--- src/rtl/pipeline_hazard_ctrl_if.sv ---
// Hazard-control bundle between the pipeline datapath (master) and the hazard unit (slave).
// Latency/backpressure: plain wires; the stall/flush outputs are the pipeline's backpressure.
interface pipeline_hazard_ctrl_if;
  logic [4:0]  raddr1D, raddr2D;
  logic [4:0]  raddr1E, raddr2E;
  logic [4:0]  waddrE, waddrM, waddrW;
  logic        reg_wrE, reg_wrM, reg_wrW;
  logic [1:0]  wb_selE;
  logic        br_takenE;
  logic        mc_startE;
  logic        StallF, StallD, StallE;
  logic        FlushD, FlushE, FlushM;
  logic [1:0]  fwd_AE, fwd_BE;
  logic        mc_busy;
  logic [31:0] stall_cycles;

  modport master (
    output raddr1D, raddr2D, raddr1E, raddr2E, waddrE, waddrM, waddrW,
           reg_wrE, reg_wrM, reg_wrW, wb_selE, br_takenE, mc_startE,
    input  StallF, StallD, StallE, FlushD, FlushE, FlushM,
           fwd_AE, fwd_BE, mc_busy, stall_cycles
  );

  modport slave (
    input  raddr1D, raddr2D, raddr1E, raddr2E, waddrE, waddrM, waddrW,
           reg_wrE, reg_wrM, reg_wrW, wb_selE, br_takenE, mc_startE,
    output StallF, StallD, StallE, FlushD, FlushE, FlushM,
           fwd_AE, fwd_BE, mc_busy, stall_cycles
  );
endinterface

--- src/rtl/pipeline_hazard_ctrl.sv ---
// 5-stage pipeline hazard unit: stall/flush/forward plus multi-cycle EX wait; HAZARD_FWD_EN enables forwarding.
// Latency: stall/flush/forward combinational, state registered; backpressure is the stall/flush outputs.
module pipeline_hazard_ctrl #(
  parameter int MC_LAT = 4
) (
  input logic                   clk,
  input logic                   rst,
  pipeline_hazard_ctrl_if.slave hz
);

  typedef enum logic {RUN, MC_WAIT} state_t;

  localparam logic [4:0] MC_LOAD = 5'(MC_LAT - 2);

  state_t      state, state_nxt;
  logic [4:0]  mc_cnt, mc_cnt_nxt;
  logic [31:0] stall_cnt;
  logic        stall_f, stall_d, stall_e;
  logic        flush_d, flush_e, flush_m;
  logic [1:0]  fwd_a, fwd_b;
  logic        d_hazard;

`ifdef HAZARD_FWD_EN
  function automatic logic [1:0] fwd_sel(input logic [4:0] ra,
                                         input logic wr_m, input logic [4:0] wa_m,
                                         input logic wr_w, input logic [4:0] wa_w);
    logic [1:0] sel;
    sel = 2'b00;
    if (wr_m && wa_m != 5'd0 && wa_m == ra)
      sel = 2'b10;
    else if (wr_w && wa_w != 5'd0 && wa_w == ra)
      sel = 2'b01;
    return sel;
  endfunction

  // Only a load in E cannot be forwarded in time; everything else is bypassed.
  assign d_hazard = hz.reg_wrE && hz.wb_selE == 2'b10 && hz.waddrE != 5'd0 &&
                    (hz.waddrE == hz.raddr1D || hz.waddrE == hz.raddr2D);
`else
  logic unused_fwd_in;
  assign unused_fwd_in = ^{hz.wb_selE, hz.raddr1E, hz.raddr2E, hz.waddrW, hz.reg_wrW};

  // No bypass paths: any pending write in E or M must drain before D reads.
  assign d_hazard =
      (hz.raddr1D != 5'd0 && ((hz.reg_wrE && hz.raddr1D == hz.waddrE) ||
                              (hz.reg_wrM && hz.raddr1D == hz.waddrM))) ||
      (hz.raddr2D != 5'd0 && ((hz.reg_wrE && hz.raddr2D == hz.waddrE) ||
                              (hz.reg_wrM && hz.raddr2D == hz.waddrM)));
`endif

  always_comb begin
    stall_f    = 1'b0;
    stall_d    = 1'b0;
    stall_e    = 1'b0;
    flush_d    = 1'b0;
    flush_e    = 1'b0;
    flush_m    = 1'b0;
    fwd_a      = 2'b00;
    fwd_b      = 2'b00;
    state_nxt  = state;
    mc_cnt_nxt = mc_cnt;
    if (!rst) begin
`ifdef HAZARD_FWD_EN
      fwd_a = fwd_sel(hz.raddr1E, hz.reg_wrM, hz.waddrM, hz.reg_wrW, hz.waddrW);
      fwd_b = fwd_sel(hz.raddr2E, hz.reg_wrM, hz.waddrM, hz.reg_wrW, hz.waddrW);
`endif
      case (state)
        RUN: begin
          if (hz.br_takenE) begin
            flush_d = 1'b1;
            flush_e = 1'b1;
          end else if (d_hazard) begin
            stall_f = 1'b1;
            stall_d = 1'b1;
            flush_e = 1'b1;
          end
          if (hz.mc_startE && !hz.br_takenE) begin
            state_nxt  = MC_WAIT;
            mc_cnt_nxt = MC_LOAD;
          end
        end
        MC_WAIT: begin
          // Freeze F/D/E around the busy unit and feed bubbles into MEM.
          stall_f = 1'b1;
          stall_d = 1'b1;
          stall_e = 1'b1;
          flush_m = 1'b1;
          if (mc_cnt == 5'd0)
            state_nxt = RUN;
          else
            mc_cnt_nxt = mc_cnt - 5'd1;
        end
        default: state_nxt = RUN;
      endcase
    end
  end

  always_ff @(posedge clk) begin
    if (rst) begin
      state     <= RUN;
      mc_cnt    <= 5'd0;
      stall_cnt <= 32'd0;
    end else begin
      state  <= state_nxt;
      mc_cnt <= mc_cnt_nxt;
      if (stall_f)
        stall_cnt <= stall_cnt + 32'd1;
    end
  end

  assign hz.StallF       = stall_f;
  assign hz.StallD       = stall_d;
  assign hz.StallE       = stall_e;
  assign hz.FlushD       = flush_d;
  assign hz.FlushE       = flush_e;
  assign hz.FlushM       = flush_m;
  assign hz.fwd_AE       = fwd_a;
  assign hz.fwd_BE       = fwd_b;
  assign hz.mc_busy      = (state == MC_WAIT) && !rst;
  assign hz.stall_cycles = stall_cnt;

endmodule

--- src/flat_wrapper.sv ---
// flat-port wrapper written by rule: the top's interface ports become plain ports
module pipeline_hazard_ctrl_flat 
#(
  parameter int MC_LAT = 4
)
  (clk, rst, hz_raddr1D, hz_raddr2D, hz_raddr1E, hz_raddr2E, hz_waddrE, hz_waddrM, hz_waddrW, hz_reg_wrE, hz_reg_wrM, hz_reg_wrW, hz_wb_selE, hz_br_takenE, hz_mc_startE, hz_StallF, hz_StallD, hz_StallE, hz_FlushD, hz_FlushE, hz_FlushM, hz_fwd_AE, hz_fwd_BE, hz_mc_busy, hz_stall_cycles);
  pipeline_hazard_ctrl_if hz_i ();
  input logic clk;
  input logic rst;
  input wire logic [$bits(hz_i.raddr1D)-1:0] hz_raddr1D;
  input wire logic [$bits(hz_i.raddr2D)-1:0] hz_raddr2D;
  input wire logic [$bits(hz_i.raddr1E)-1:0] hz_raddr1E;
  input wire logic [$bits(hz_i.raddr2E)-1:0] hz_raddr2E;
  input wire logic [$bits(hz_i.waddrE)-1:0] hz_waddrE;
  input wire logic [$bits(hz_i.waddrM)-1:0] hz_waddrM;
  input wire logic [$bits(hz_i.waddrW)-1:0] hz_waddrW;
  input wire logic [$bits(hz_i.reg_wrE)-1:0] hz_reg_wrE;
  input wire logic [$bits(hz_i.reg_wrM)-1:0] hz_reg_wrM;
  input wire logic [$bits(hz_i.reg_wrW)-1:0] hz_reg_wrW;
  input wire logic [$bits(hz_i.wb_selE)-1:0] hz_wb_selE;
  input wire logic [$bits(hz_i.br_takenE)-1:0] hz_br_takenE;
  input wire logic [$bits(hz_i.mc_startE)-1:0] hz_mc_startE;
  output wire logic [$bits(hz_i.StallF)-1:0] hz_StallF;
  output wire logic [$bits(hz_i.StallD)-1:0] hz_StallD;
  output wire logic [$bits(hz_i.StallE)-1:0] hz_StallE;
  output wire logic [$bits(hz_i.FlushD)-1:0] hz_FlushD;
  output wire logic [$bits(hz_i.FlushE)-1:0] hz_FlushE;
  output wire logic [$bits(hz_i.FlushM)-1:0] hz_FlushM;
  output wire logic [$bits(hz_i.fwd_AE)-1:0] hz_fwd_AE;
  output wire logic [$bits(hz_i.fwd_BE)-1:0] hz_fwd_BE;
  output wire logic [$bits(hz_i.mc_busy)-1:0] hz_mc_busy;
  output wire logic [$bits(hz_i.stall_cycles)-1:0] hz_stall_cycles;
  assign hz_i.raddr1D = hz_raddr1D;
  assign hz_i.raddr2D = hz_raddr2D;
  assign hz_i.raddr1E = hz_raddr1E;
  assign hz_i.raddr2E = hz_raddr2E;
  assign hz_i.waddrE = hz_waddrE;
  assign hz_i.waddrM = hz_waddrM;
  assign hz_i.waddrW = hz_waddrW;
  assign hz_i.reg_wrE = hz_reg_wrE;
  assign hz_i.reg_wrM = hz_reg_wrM;
  assign hz_i.reg_wrW = hz_reg_wrW;
  assign hz_i.wb_selE = hz_wb_selE;
  assign hz_i.br_takenE = hz_br_takenE;
  assign hz_i.mc_startE = hz_mc_startE;
  assign hz_StallF = hz_i.StallF;
  assign hz_StallD = hz_i.StallD;
  assign hz_StallE = hz_i.StallE;
  assign hz_FlushD = hz_i.FlushD;
  assign hz_FlushE = hz_i.FlushE;
  assign hz_FlushM = hz_i.FlushM;
  assign hz_fwd_AE = hz_i.fwd_AE;
  assign hz_fwd_BE = hz_i.fwd_BE;
  assign hz_mc_busy = hz_i.mc_busy;
  assign hz_stall_cycles = hz_i.stall_cycles;
  pipeline_hazard_ctrl #(.MC_LAT(MC_LAT)) u_core (.clk(clk), .rst(rst), .hz(hz_i));
endmodule
--- config.mk ---
export PLATFORM = sky130hd
export DESIGN_NAME = pipeline_hazard_ctrl_flat
export DESIGN_NICKNAME = d
export VERILOG_FILES = /design/src/rtl/pipeline_hazard_ctrl_if.sv /design/src/rtl/pipeline_hazard_ctrl.sv /design/src/flat_wrapper.sv
export SDC_FILE = /design/constraint.sdc
export NUM_CORES = 1
export LEC_CHECK = 0
export BUFFER_PORTS_ARGS = -buffer_cell sky130_fd_sc_hd__buf_2
export CAP_MARGIN = 20
export CORE_UTILIZATION = 55
export DETAILED_ROUTE_END_ITERATION = 10
export GPL_TIMING_DRIVEN = 0
export PLACE_DENSITY = 0.86
export SLEW_MARGIN = 10
export SYNTH_ARGS = -nofsm -noshare
export SYNTH_HDL_FRONTEND = slang
export SYNTH_SLANG_ARGS = --single-unit
--- constraint.sdc ---
create_clock -name clk -period 6.09 [get_ports clk]
set_clock_uncertainty 0.15 [all_clocks]
set_input_delay 1.218 -clock clk [delete_from_list [all_inputs] [get_ports clk]]
set_output_delay 1.218 -clock clk [all_outputs]
set_load 0.03 [all_outputs]
==> impl_metrics.yaml <==
die:
  design.die.area_um2: 5180
  rows: 25
  io_pins: 87
  die_h_um: 72.0
  coreArea_um2: 4720
  start_util: 0.570
  dieWidth_um: 72.0
pwr:
  p_comb_frac: 0.153
  pwr-share-seq: 0.420
  pwr-share-clk: 0.426
  power.leakage_nw: 1.33
  swShare: 0.261
  p_sw_uw: 161
  ir_drop_uv: 197
  power_density_nw_per_um2: 190
  p_int_uw: 456
timing:
  tns_ns: 0
  min_period_ns: 4.74
  setup_violations: 0
  tightest_slew_ns: 0.644
  fmax_mhz: 211
  hold_viol: 0
  final_max_slew_viol_count: 0
  rsz0062_at_grt: "no"
  fin_ws_ns: 1.35
  fin_crit_sh: 0.779
  slew_headroom: 0.569
logic_synthesis:
  yosys.area.top_type_share: 0.283
  synthTopCellsByArea: "dfxtp_1 (28%), mux2_2 (10%), xnor2_1 (7.2%)"
  syn-mean-instance-area_um2: 8.06
  syn_inst: 334
  synth_area_um2: 2690
  synth-edff-count: 0
  synthAdderAreaFrac: 0.0139
  synth-async-reset-ratio: 0
  yosysMostFrequentCell: "nor2_1"
  synth_compound_area_frac: 0.104
  synth_ff_type: "dfxtp_1"
  synth_top_area_cell: "dfxtp_1"
  synthMuxAreaShare: 0.123
  synth_top_family_by_area: "simple AND/OR/NAND/NOR gates"
  synth-warning-count: 0
  yosys-top-cells-count: "nor2_1 (44), dfxtp_1 (38), nor2b_1 (25)"
  synth.ff_latch_count: 38
  synthXorXnorAreaFrac: 0.0748
  yosysUniqueCellTypes: 52
  synthSimpleGateAreaFrac: 0.338
  ys_seq_area_frac: 0.283
routing:
  wl_per_cell_um: 14.1
  wl_mm: 6.72
  post_drt_via_cell_ratio: 5.79
  num_vias: 2754
  drt_iter0_markers: 230
  drt-pass1-iter-count: 4
  drc: 0
  postRouteAntennaNets: 0
final_layout:
  final-seq-area_um2: 761
  diodes: 0
  finalNetCount: 455
  multiInputGateArea_um2: 1780
  syn2layout_area_growth_pct: 20.5
  layout-drive-gt1-share: 0.296
  fin_util: 0.687
  design_area_um2: 3240
  n_fill_cell: 373
worst_setup_path:
  critPathBufInv: 4
  end_kind: "output port"
  cp_num_cells: 10
  cpMaxStageDelayCell: "or4_1"
  reg2reg_depth: 7
  crit_arrival_ns: 3.38
  cp_cell_sequence: "buf_2 -> or4_1 -> nor2_1 -> nor3_1 -> o41ai_2 -> buf_6 -> and2_1 -> nor2_1 -> buf_4 -> buf_2"
  path_class: "input port to output port"
  critPathLaunchType: "input port"
  worstPathRequired_ns: 4.72
  critPathMaxStageDelay_ns: 0.52
  critPathTopFamily: "simple AND/OR/NAND/NOR gates"
  worst-path-max-fanout: 10
min_path:
  hold_class: "register to register"
  min_path_cells: 2
clock_network:
  worstSkewPairLatency_ns: 0.30
  cts_resized: 0
  cts_tree: "built"
  ctsHtreeMaxLevel: 2
  hold_buffers: 0
  cts.path.max_buffers: 2
  cts_setup_buffers: 0
  cts-root-buf: "clkbuf_8"
  cts_made_buffers: 5
  cts_sinks: 38
  clk_pin_slew_ns: 0.09
placed_design:
  gp_congestion: 0.889
  place_ws_ns: 1.36
  hpwl_mm: 5.03
  placed_area_um2: 3100
  io_buffers: 63
status:
  outcome: "finished, final reports clean"
job:
  maxCapViolCount: 0
global_route:
  grt_usage: 0.278
  grt_pass1_vias: 2507
  grt_start_max_net_pins: 14
  antenna_found_initial: 0
  overflow: 0
  grt_pass1_wl_mm: 11.4
## layer usage
metal  global-route usage  share of wire  vias up
met5                    0              0        -
met3               0.0472          0.053       17
met4                0.105          0.022        0
met2                0.482           0.48      110
li1                     -              -     1335
met1                0.347           0.44     1292
## path summary, 6_finish.rpt
kind	end	slack, ns	start
min reg2reg	u_core.mc_cnt[1]$_SDFFE_PP0P_	0.39	u_core.mc_cnt[1]$_SDFFE_PP0P_
max reg2reg	u_core.hz.stall_cycles[28]$_SDFFE_PP0P_	3.48	u_core.hz.stall_cycles[4]$_SDFFE_PP0P_
max	hz_StallF	1.35	hz_raddr2D[0]
min	u_core.mc_cnt[1]$_SDFFE_PP0P_	0.39	u_core.mc_cnt[1]$_SDFFE_PP0P_
## metrics by stage
stage | hold slack [ns] | power (mW) | std cells
floorplan | 0.335 | 0.329 | 337
global placement | 0.359 | 0.355 | 467
detailed placement | 0.382 | 0.359 | 467
CTS | 0.393 | 0.619 | 475
global route | 0.425 | 0.640 | 476
finish | 0.386 | 0.617 | 476
## placed cells by master, fill, tap and decap left out, types with 3 or more instances in the layout
cell	count
a211oi_1	4
and2_1	4
and3_1	4
buf_2	64
buf_4	10
clkbuf_1	9
clkbuf_8	5
conb_1	4
dfxtp_1	38
ha_1	3
inv_1	10
mux2_2	24
nand2_1	24
nand3_1	15
nand4_1	23
nor2_1	44
nor2b_1	25
nor3_1	9
nor4_1	3
o21ai_0	5
o22ai_1	15
or4_1	4
xnor2_1	22
## worst register-to-register path: cells and delay by family (launching register included)
kind | cells | cell delay [ns]
AOI/OAI and AO/OA | 1 | 0.30
DFF | 1 | 0.48
buffers and inverters | 1 | 0.20
muxes | 1 | 0.37
and+or+nand+nor | 4 | 1.01
## layout make-up
| type | instances | area share |
|---|---|---|
| buffer | 22 | 0.0397 |
| sequential | 38 | 0.234 |
| clock buffer | 5 | 0.0212 |
| clock inverter | 3 | 0.0212 |
| tap | 67 | 0.0258 |
| inverter | 10 | 0.0116 |
| multi-input combinational | 267 | 0.547 |
| timing repair buffer | 64 | 0.0987 |
## registers in the layout, indices dropped and copies added (netlist names)
register                count
u_core.hz.stall_cycles     32
u_core.state                1
u_core.mc_cnt               5
## cells by family (layout without fill, tap and decap cells)
group / after synthesis / after routing
multiplexers: 29 / 29
buffers and inverters: 32 / 104
XOR/XNOR: 23 / 23
other: 1 / 4
adder cells (fa/ha/maj): 3 / 3
AND/OR/NAND/NOR: 169 / 169
AO/OA/AOI/OAI: 39 / 39
flip-flops: 38 / 38
## power by group through the flow
stage	logic (mW)	clock network (mW)	registers, mW
floorplan	0.0627	0	0.267
global placement	0.0904	0	0.265
detailed placement	0.0940	0	0.265
CTS	0.0944	0.265	0.259
global route	0.104	0.276	0.260
finish	0.0946	0.263	0.259
No activity file was read; power rests on OpenSTA's default activity.
